$ cat src/rtl/cpu_pkg.sv
// Shared constants for the pipeline stall controller: stall vectors,
// divider FSM state encodings and default timing parameters.
package cpu_pkg;

  localparam int DIV_CYCLES_DEF  = 32;
  localparam int MEM_TIMEOUT_DEF = 255;

  // Freeze vector layout: {memwb, exmem, idex, ifid, pc}
  localparam logic [4:0] STALL_NONE    = 5'b00000;
  localparam logic [4:0] STALL_LOADUSE = 5'b00011;
  localparam logic [4:0] STALL_DIV     = 5'b00111;
  localparam logic [4:0] STALL_MEM     = 5'b01111;

  typedef enum logic [1:0] {
    DIV_IDLE = 2'd0,
    DIV_BUSY = 2'd1,
    DIV_DONE = 2'd2
  } div_state_e;

endpackage

$ cat src/rtl/div_seq.sv
// Iterative-divider sequencer: tracks the busy window of a DIV/DIVU in EX
// and holds DONE until a concurrent memory wait has cleared.
module div_seq
  import cpu_pkg::*;
#(
  parameter int DIV_CYCLES = DIV_CYCLES_DEF
) (
  input  logic clk,
  input  logic rst_n,
  input  logic start_i,
  input  logic flush_i,
  input  logic hold_i,
  output logic stall_o,
  output logic busy_o,
  output logic done_o
);

  localparam logic [5:0] DIV_LOAD = 6'(DIV_CYCLES - 1);

  div_state_e state_q, state_d;
  logic [5:0] cnt_q, cnt_d;

  always_ff @(posedge clk or negedge rst_n) begin
    if (!rst_n) begin
      state_q <= DIV_IDLE;
      cnt_q   <= '0;
    end else begin
      state_q <= state_d;
      cnt_q   <= cnt_d;
    end
  end

  always_comb begin
    state_d = state_q;
    cnt_d   = cnt_q;
    stall_o = 1'b0;
    if (flush_i) begin
      state_d = DIV_IDLE;
      cnt_d   = '0;
    end else begin
      unique case (state_q)
        DIV_IDLE: begin
          if (start_i) begin
            state_d = DIV_BUSY;
            cnt_d   = DIV_LOAD;
            stall_o = 1'b1;
          end
        end
        DIV_BUSY: begin
          stall_o = 1'b1;
          if (cnt_q == 6'd0) state_d = DIV_DONE;
          else               cnt_d   = cnt_q - 6'd1;
        end
        DIV_DONE: begin
          // A new start here is the same instruction still in EX; ignore it.
          if (!hold_i) state_d = DIV_IDLE;
        end
        default: state_d = DIV_IDLE;
      endcase
    end
  end

  assign busy_o = (state_q == DIV_BUSY);
  assign done_o = (state_q == DIV_DONE);

endmodule

$ cat src/rtl/pipe_stall_ctrl.sv
// Pipeline hazard controller: load-use detection, divider and memory-wait
// stalls, dmem timeout and exception flush, merged by fixed priority.
module pipe_stall_ctrl
  import cpu_pkg::*;
#(
  parameter int DIV_CYCLES  = DIV_CYCLES_DEF,
  parameter int MEM_TIMEOUT = MEM_TIMEOUT_DEF
) (
  input  logic       clk,
  input  logic       rst_n,
  input  logic [4:0] id_ra1,
  input  logic [4:0] id_ra2,
  input  logic       id_re1,
  input  logic       id_re2,
  input  logic [4:0] ex_wa,
  input  logic       ex_wreg,
  input  logic       ex_mreg,
  input  logic       ex_div_start,
  input  logic       dmem_req,
  input  logic       dmem_ack,
  input  logic       exc_flush,
  output logic [4:0] stall,
  output logic       flush,
  output logic       div_busy,
  output logic       div_done,
  output logic       bus_err
);

  localparam logic [9:0] TO_LAST = 10'(MEM_TIMEOUT - 1);

  logic [9:0] wait_q, wait_d;
  logic       load_use, mem_wait, timeout, mem_stall, div_stall;

  assign load_use = ex_mreg && ex_wreg && (ex_wa != 5'd0) &&
                    ((id_re1 && (id_ra1 == ex_wa)) || (id_re2 && (id_ra2 == ex_wa)));
  assign mem_wait  = dmem_req && !dmem_ack;
  assign timeout   = mem_wait && (wait_q == TO_LAST);
  assign mem_stall = mem_wait && !timeout;

  always_ff @(posedge clk or negedge rst_n) begin
    if (!rst_n) wait_q <= '0;
    else        wait_q <= wait_d;
  end

  // The timeout cycle restarts the count so a still-stuck access aborts again.
  always_comb begin
    wait_d = wait_q + 10'd1;
    if (exc_flush || !mem_wait || timeout) wait_d = '0;
  end

  div_seq #(
    .DIV_CYCLES(DIV_CYCLES)
  ) u_div_seq (
    .clk    (clk),
    .rst_n  (rst_n),
    .start_i(ex_div_start),
    .flush_i(exc_flush),
    .hold_i (mem_stall),
    .stall_o(div_stall),
    .busy_o (div_busy),
    .done_o (div_done)
  );

  always_comb begin
    stall   = STALL_NONE;
    flush   = 1'b0;
    bus_err = 1'b0;
    if (rst_n) begin
      if (exc_flush) begin
        flush = 1'b1;
      end else begin
        bus_err = timeout;
        if (mem_stall)      stall = STALL_MEM;
        else if (div_stall) stall = STALL_DIV;
        else if (load_use)  stall = STALL_LOADUSE;
      end
    end
  end

endmodule

$ cat config.mk
export PLATFORM = sky130hd
export DESIGN_NAME = pipe_stall_ctrl
export DESIGN_NICKNAME = d
export VERILOG_FILES = /design/src/rtl/cpu_pkg.sv /design/src/rtl/div_seq.sv /design/src/rtl/pipe_stall_ctrl.sv
export SDC_FILE = /design/constraint.sdc
export NUM_CORES = 1
export LEC_CHECK = 0
export ABC_CLOCK_PERIOD_IN_PS = 2400
export CAP_MARGIN = 40
export CORE_UTILIZATION = 46
export DETAILED_ROUTE_END_ITERATION = 8
export GPL_TIMING_DRIVEN = 0
export PLACE_DENSITY = 0.78
export RECOVER_POWER = 50
export SYNTH_ARGS = -nofsm -noshare
export SYNTH_HDL_FRONTEND = slang
export SYNTH_HIERARCHICAL = 1
export SYNTH_SLANG_ARGS = --single-unit
$ cat constraint.sdc
create_clock -name clk -period 2.4 [get_ports clk]
set_input_delay 0.6 -clock clk [delete_from_list [all_inputs] [get_ports clk]]
set_output_delay 0.6 -clock clk [all_outputs]
set_load 0.01 [all_outputs]
==> metrics.csv, run 1 <==
stage;metric;value;unit
run_status;status;finished, violations left;
run_status;violated checks;negative setup slack;
synthesis;sequential element share of the synthesized area;39.0;%
power_and_ir_drop;Reg power frac;45.4;%
detailed_routing;drt initial violations;16;
finish;Layout Area Growth over Synthesis;40.0;%
power_and_ir_drop;Max VDD drop;0.000516;V
power_and_ir_drop;Final Power;0.789;mW
sta;maximum clock rate;0.391;GHz
global_routing;number of global-route vias before repair;1082;
sta;final critical path time including I/O delays and setup;2560;ps
sta;setup violators final;3;
detailed_routing;routed wire length;3.04;mm
critical_path;Crit Path Max Fanout;3;
synthesis;Mapped Cells;120;
floorplan;Ports;34;
power_and_ir_drop;sw frac;31.3;%
clock_tree;Root Buffer;clkbuf_4;
global_routing;Total Routing Usage GR;24.6;%
power_and_ir_drop;leakage;0.717;nW
critical_path;Worst EP required;1800;ps
clock_tree;Clock Latency Late Sink;300;ps
clock_tree;CTS Hold Bufs;0;
floorplan;Rows;17;
synthesis;Synth cell types;42;
sta;Hold WS;214;ps
detailed_routing;vias per inst;5.51;
sta;Final Hold Violating Endpoints;0;
floorplan;Initial Util;50.3;%
global_routing;global-route wire length before repair;4.80;mm
sta;Rel. slew slack;54.7;%
placement;Placer Congestion;0.850;
global_routing;antenna violations before repair;0;
placement;placed insts;181;
placement;I/O Buffers;32;
sta;Final WS setup;-155;ps
clock_tree;Reg clk slew, reported paths;110;ps
finish;ant diodes;0;
detailed_routing;# DRC;0;
power_and_ir_drop;Power Density;488;nW/um^2
placement;hpwl dp;2.09;mm
detailed_routing;Final ANT Viol Nets;0;
clock_tree;depth of the CTS H-tree;1;
sta;skew final;5.56;ps
synthesis;asr flop ratio synth;100;%
global_routing;gr ovfl total;0;
critical_path;CP Class;register to output pin;
global_routing;largest net degree at the start of global routing;13;
power_and_ir_drop;Psw;0.247;mW
floorplan;Die ar.;2710;sq um
detailed_routing;detailed-route via count;1068;
critical_path;Worst EP arrival;1960;ps
placement;dpl cell area;1530;sq um
synthesis;post-synthesis cell area;1150;sq um
synthesis;syn nets;149;
power_and_ir_drop;P_int;0.542;mW
clock_tree;Bufs on Longest Clock Path;2;
floorplan;core area;2300;sq um
critical_path;worst r2r path cells;6;
min_path;worst hold path class;input pin to async pin;
critical_path;type of origin of the critical path;register;
detailed_routing;Initial DRT Pass Iterations;4;
detailed_routing;per-cell routed wire length;15.7;um
synthesis;yosys warns;6;
synthesis;#FFs+latches synth;18;
sta;Slew @ Worst Pin;674;ps
synthesis;top_reg_cell synth;dfrtp_1;
synthesis;EDFF count, synth;0;
finish;fin nets;196;
finish;share of post-route cells with drive strength above 1;28.9;%
power_and_ir_drop;Clk pwr share;24.3;%
clock_tree;Sink Count;18;
sta;unrepaired setup endpoints after global routing;true;
finish;final core occ;70.4;%
finish;fill cell total of the finished layout;184;
synthesis;syn avg cell area;9.62;sq um
sta;Final Slew Violations;0;
finish;commonest non-fill, non-tap cell in the layout;nor2_1;
sta;period utilization;106;%
finish;fin area;1620;sq um
finish;fin cells;194;
placement;dpl ws;-944;ps
clock_tree;CTS buffer count;3;
finish;commonest non-fill, non-tap cells in the layout;18 x nor2_1, 17 x dfrtp_1, 12 x xor2_1, 11 x clkdlybuf4s50_1, 10 x buf_4;
power_and_ir_drop;Comb power frac;30.3;%
floorplan;Die Ht;52.1;um
clock_tree;CTS tree;done;
sta;setup_tns;-237;ps
critical_path;Critical Path End Type;output pin;
floorplan;chip width;52.1;um
job;Max Cap Violations;0;
-- final cells by class --
cell class | count | area (sq um) | area share, %
multi-input combinational | 93 | 712 | 44.0
clock buffer | 4 | 36.3 | 2.24
inverter | 5 | 18.8 | 1.16
sequential | 18 | 452 | 27.9
timing repair buffer | 43 | 345 | 21.4
buffer | 3 | 17.5 | 1.08
tap | 28 | 35.0 | 2.17
-- worst paths after layout --
| path | startpoint | endpoint | slack [ps] |
|---|---|---|---|
| max | wait_q[0]$_DFF_PN0_ | stall[1] | -160 |
| min | rst_n | u_div_seq/cnt_q[4]$_DFFE_PN0P_ | 210 |
| max reg2reg | u_div_seq/cnt_q[0]$_DFFE_PN0P_ | u_div_seq/cnt_q[0]$_DFFE_PN0P_ | 470 |
| min reg2reg | wait_q[9]$_DFF_PN0_ | wait_q[9]$_DFF_PN0_ | 550 |
| max in group asynchronous | rst_n | wait_q[1]$_DFF_PN0_ | 1240 |
| min in group clk | wait_q[9]$_DFF_PN0_ | wait_q[9]$_DFF_PN0_ | 550 |
-- cell usage after synthesis, types with 2 or more instances --
cell type,n,area share [%]
and3_1,2,1.1
nand3_1,2,0.87
nor2b_1,3,1.6
a32o_1,2,1.7
xor2_1,12,9.1
inv_1,5,1.6
nand2_1,7,2.3
and2_1,2,1.1
nor4_1,3,1.6
dfrtp_1,18,39
o21bai_1,2,1.3
nor3_2,2,1.7
o31a_1,2,1.5
buf_4,2,1.3
nor2_1,18,5.9
ha_1,4,4.3
a31oi_1,2,1.1
xnor2_1,7,5.3
o21ai_0,2,0.87
-- critical path, stage by stage (launching register included) --
cell and delay (ps):
dfrtp_1 420, inv_1 80, ha_2 160, nand4b_1 100, nor3_2 220, nor3b_2 90, o21a_1 180, o21bai_4 170
buf_6 120, buf_6 110
-- sequential cells by signal, summed over array words and instances, names as in the netlist --
signal	flops
u_div_seq/state_q	2
u_div_seq/cnt_q	6
wait_q	10
-- power groups by stage --
stage	Sequential (mW)	Combinational (mW)	Clock (mW)
floorplan	0.355	0.132	0
global placement	0.360	0.215	0
detailed placement	0.361	0.225	0
CTS	0.356	0.231	0.199
global route	0.362	0.262	0.206
finish	0.358	0.239	0.192
-- metal layers --
| metal | share of wire [%] | GRT usage (%) | vias to the layer above |
|---|---|---|---|
| li1 | - | - | 509 |
| met1 | 40 | 27.1 | 506 |
| met2 | 48 | 41.9 | 45 |
| met3 | 9.3 | 6.73 | 8 |
| met4 | 2.5 | 14.0 | 0 |
| met5 | 0 | 0 | - |
-- cell families (layout without fill, tap and decap cells) --
| logic type | count (synthesis) | in the layout | share of synthesized area [%] |
|---|---|---|---|
| AO/OA/AOI/OAI | 18 | 18 | 13.2 |
| XOR/XNOR | 19 | 19 | 14.4 |
| adder cells (fa/ha/maj) | 4 | 4 | 4.33 |
| buffers and inverters | 9 | 55 | 3.68 |
| flip-flops | 18 | 18 | 39.0 |
| other | 1 | 1 | 0.325 |
| AND/OR/NAND/NOR | 51 | 51 | 25.0 |
-- what timing repair did --
item                                    in CTS  in global routing
pin swaps                                   11                  3
endpoints found under the setup margin       6                  5
buffers inserted                             6                  4
resized for setup                           65                 14
No activity file was read; power rests on OpenSTA's default activity.
==> inputs of run 2 (changes only) <==
--- a/config.mk
+++ b/config.mk
@@ -5,12 +5,12 @@
 export SDC_FILE = /design/constraint.sdc
 export NUM_CORES = 1
 export LEC_CHECK = 0
-export ABC_CLOCK_PERIOD_IN_PS = 2400
+export ABC_CLOCK_PERIOD_IN_PS = 2150
 export CAP_MARGIN = 40
-export CORE_UTILIZATION = 46
+export CORE_UTILIZATION = 42
 export DETAILED_ROUTE_END_ITERATION = 8
 export GPL_TIMING_DRIVEN = 0
-export PLACE_DENSITY = 0.78
+export PLACE_DENSITY = 0.75
 export RECOVER_POWER = 50
 export SYNTH_ARGS = -nofsm -noshare
 export SYNTH_HDL_FRONTEND = slang
==> constraint.sdc (replaced) <==
create_clock -name clk -period 2.15 [get_ports clk]
set_input_delay 0.5375 -clock clk [delete_from_list [all_inputs] [get_ports clk]]
set_output_delay 0.5375 -clock clk [all_outputs]
set_load 0.01 [all_outputs]
==> run 2 against run 1 <==
  * The run still ends with negative setup slack left
  * Routed wire length down 9.4%
  * Sequential share of layout area about the same
  * Clock power up 9%
  * Combinational power up 9.2%
  * Critical path depth up 1
  * Sequential power up 11%
  * Die area up 9.1%
  * Non-clock buffer count unchanged
  * Clock-buffer cell count unchanged
  * Global-route usage down 4.7 points
  * Via count about the same
  * Final cell count up 1.0%
  * Critical path type unchanged
==> metrics.csv, run 2 (synthesis gave the netlist of run 1 again) <==
stage;metric;value;unit;change
clock_tree;Root Buffer;clkbuf_4;;
critical_path;Largest stage delay, worst path;400;ps;-20 ps
critical_path;Worst EP required;1610;ps;-190 ps
critical_path;reg2reg setup slack;260;ps;-210 ps
clock_tree;Sink Count;18;;unchanged
clock_tree;CTS Hold Bufs;0;;unchanged
finish;Layout Area Growth over Synthesis;40.2;%;
finish;Largest Register;wait_q;;
clock_tree;CTS buffer count;3;;unchanged
critical_path;Worst R2R Start;u_div_seq/cnt_q[0]$_DFFE_PN0P_;;
power_and_ir_drop;Power Density;535;nW/um^2;+9.6%
critical_path;Crit Path Max Fanout;2;;-1
critical_path;CP Class;register to output pin;;
sta;skew final;1.88;ps;-3.68 ps
placement;dpl cell area;1530;sq um;+0.16%
finish;share of post-route cells with drive strength above 1;21.7;%;-7.2 points
floorplan;Initial Util;45.4;%;-4.9 points
power_and_ir_drop;leakage;0.747;nW;+4.1%
sta;Final Hold Violating Endpoints;0;;unchanged
critical_path;Worst R2R End;u_div_seq/cnt_q[0]$_DFFE_PN0P_;;
finish;fin area;1620;sq um;+0.15%
global_routing;largest net degree at the start of global routing;14;;+1
global_routing;gr ovfl total;0;;unchanged
critical_path;Buf/Inv on CP;4;;+1
critical_path;CP Cell Sequence;inv_1, ha_1, nand4b_1, nor3_2, nor3b_2, buf_4, o21a_1, o21bai_4, buf_4, buf_6;;
critical_path;worst r2r path cells;6;;unchanged
global_routing;Total Routing Usage GR;19.9;%;-4.7 points
critical_path;Critical Path End Type;output pin;;
sta;unrepaired setup endpoints after global routing;true;;
sta;setup_tns;-861;ps;-624 ps
detailed_routing;vias per inst;5.45;;-0.93%
finish;commonest non-fill, non-tap cells in the layout;18 x nor2_1, 17 x dfrtp_1, 15 x clkdlybuf4s50_1, 12 x xor2_1, 11 x buf_4;;
floorplan;Ports;34;;unchanged
clock_tree;Bufs on Longest Clock Path;2;;unchanged
finish;fill cell total of the finished layout;216;;+17%
detailed_routing;routed wire length;2.75;mm;-9.4%
critical_path;slowest stage cell, crit path;dfrtp_1;;
floorplan;Die Ht;54.4;um;+4.5%
floorplan;chip width;54.4;um;+4.5%
finish;largest registers;wait_q: 10 flops, u_div_seq/cnt_q: 6 flops, u_div_seq/state_q: 2 flops;;
finish;final core occ;63.6;%;-6.8 points
finish;commonest non-fill, non-tap cell in the layout;nor2_1;;
sta;final critical path time including I/O delays and setup;2530;ps;
placement;hpwl dp;2.05;mm;-1.8%
job;Max Cap Violations;0;;unchanged
clock_tree;Reg clk slew, reported paths;100;ps;about the same
detailed_routing;Final ANT Viol Nets;0;;unchanged
critical_path;type of origin of the critical path;register;;
placement;I/O Buffers;32;;unchanged
run_status;status;finished, violations left;;
critical_path;crit-path most repeated cell;buf_4;;
floorplan;core area;2540;sq um;+11%
detailed_routing;detailed-route via count;1069;;+0.094%
global_routing;global-route wire length before repair;4.18;mm;-13%
floorplan;Die ar.;2960;sq um;+9.1%
global_routing;antenna violations before repair;0;;unchanged
critical_path;number of cells on the critical path;10;;+1
sta;maximum clock rate;0.396;GHz;
detailed_routing;drt initial violations;17;;+1
power_and_ir_drop;Max VDD drop;0.000578;V;+12%
floorplan;Rows;18;;+1
sta;Final Slew Violations;0;;unchanged
sta;setup violators final;4;;+1
critical_path;Worst EP arrival;1990;ps;+30 ps
detailed_routing;Initial DRT Pass Iterations;4;;unchanged
critical_path;CP top delay family;buffers and inverters;;
clock_tree;Clock Latency Late Sink;290;ps;about the same
min_path;worst hold path class;input pin to async pin;;
power_and_ir_drop;Final Power;0.866;mW;+9.8%
finish;fin nets;196;;unchanged
finish;max reg flops;10;;unchanged
global_routing;number of global-route vias before repair;1016;;-6.1%
sta;Rel. slew slack;50.9;%;-3.8 points
placement;Placer Congestion;0.835;;-1.7%
clock_tree;depth of the CTS H-tree;1;;unchanged
detailed_routing;# DRC;0;;unchanged
sta;Final WS setup;-377;ps;-222 ps
sta;period utilization;118;%;
clock_tree;CTS tree;done;;
detailed_routing;per-cell routed wire length;14.0;um;-10%
finish;ant diodes;0;;unchanged
run_status;violated checks;negative setup slack;;
sta;Slew @ Worst Pin;736;ps;+62.1 ps
run 2: per-stage QoR:
stage | setup slack, ps | hold slack (ps) | std cells
floorplan | 60.8 | 242 | 120
detailed placement | -973 | 501 | 183
global route | -484 | 133 | 196
global placement | -1350 | 494 | 182
finish | -377 | 122 | 196
CTS | -380 | 158 | 194
run 2: what timing repair did:
| item | in CTS | in global routing |
|---|---|---|
| setup buffers | 7 | 2 |
| resized for setup | 43 | 3 |
| setup endpoints to repair | 7 | 8 |
| hold endpoints to repair | 0 | 0 |
| pin swaps | 7 | 0 |
run 2: cell type report:
| type | count | area (sq um) | share of cell area, % |
|---|---|---|---|
| multi-input combinational | 93 | 681 | 42.0 |
| sequential | 18 | 452 | 27.9 |
| timing repair buffer | 42 | 369 | 22.8 |
| tap | 30 | 37.5 | 2.32 |
| clock buffer | 4 | 36.3 | 2.24 |
| buffer | 4 | 25.0 | 1.55 |
| inverter | 5 | 18.8 | 1.16 |
run 2: how the worst max path moves through the flow:
stage / start / slack (ps) / endpoint
6_report: wait_q[0]$_DFF_PN0_ / -380 / stall[1]
5_1_grt: wait_q[0]$_DFF_PN0_ / -480 / stall[1]
4_1_cts: wait_q[0]$_DFF_PN0_ / -380 / stall[1]
3_5_place_dp: rst_n / -970 / stall[1]
3_3_place_gp: rst_n / -1350 / stall[1]
2_1_floorplan: ex_wa[1] / 60 / stall[1]
run 2: layer usage:
layer  share of wire (%)  global-route usage (%)  vias to the layer above
li1                    -                       -                      514
met1                  38                    20.4                      506
met2                  50                    37.4                       45
met3                  11                    5.56                        4
met4                 1.0                    7.69                        0
met5                   0                       0                        -
run 2: power by group:
group	internal [mW]	total, mW	switching (mW)
registers	0.365	0.396	0.0309
clock network	0.103	0.209	0.106
logic	0.139	0.261	0.123
total	0.607	0.866	0.259
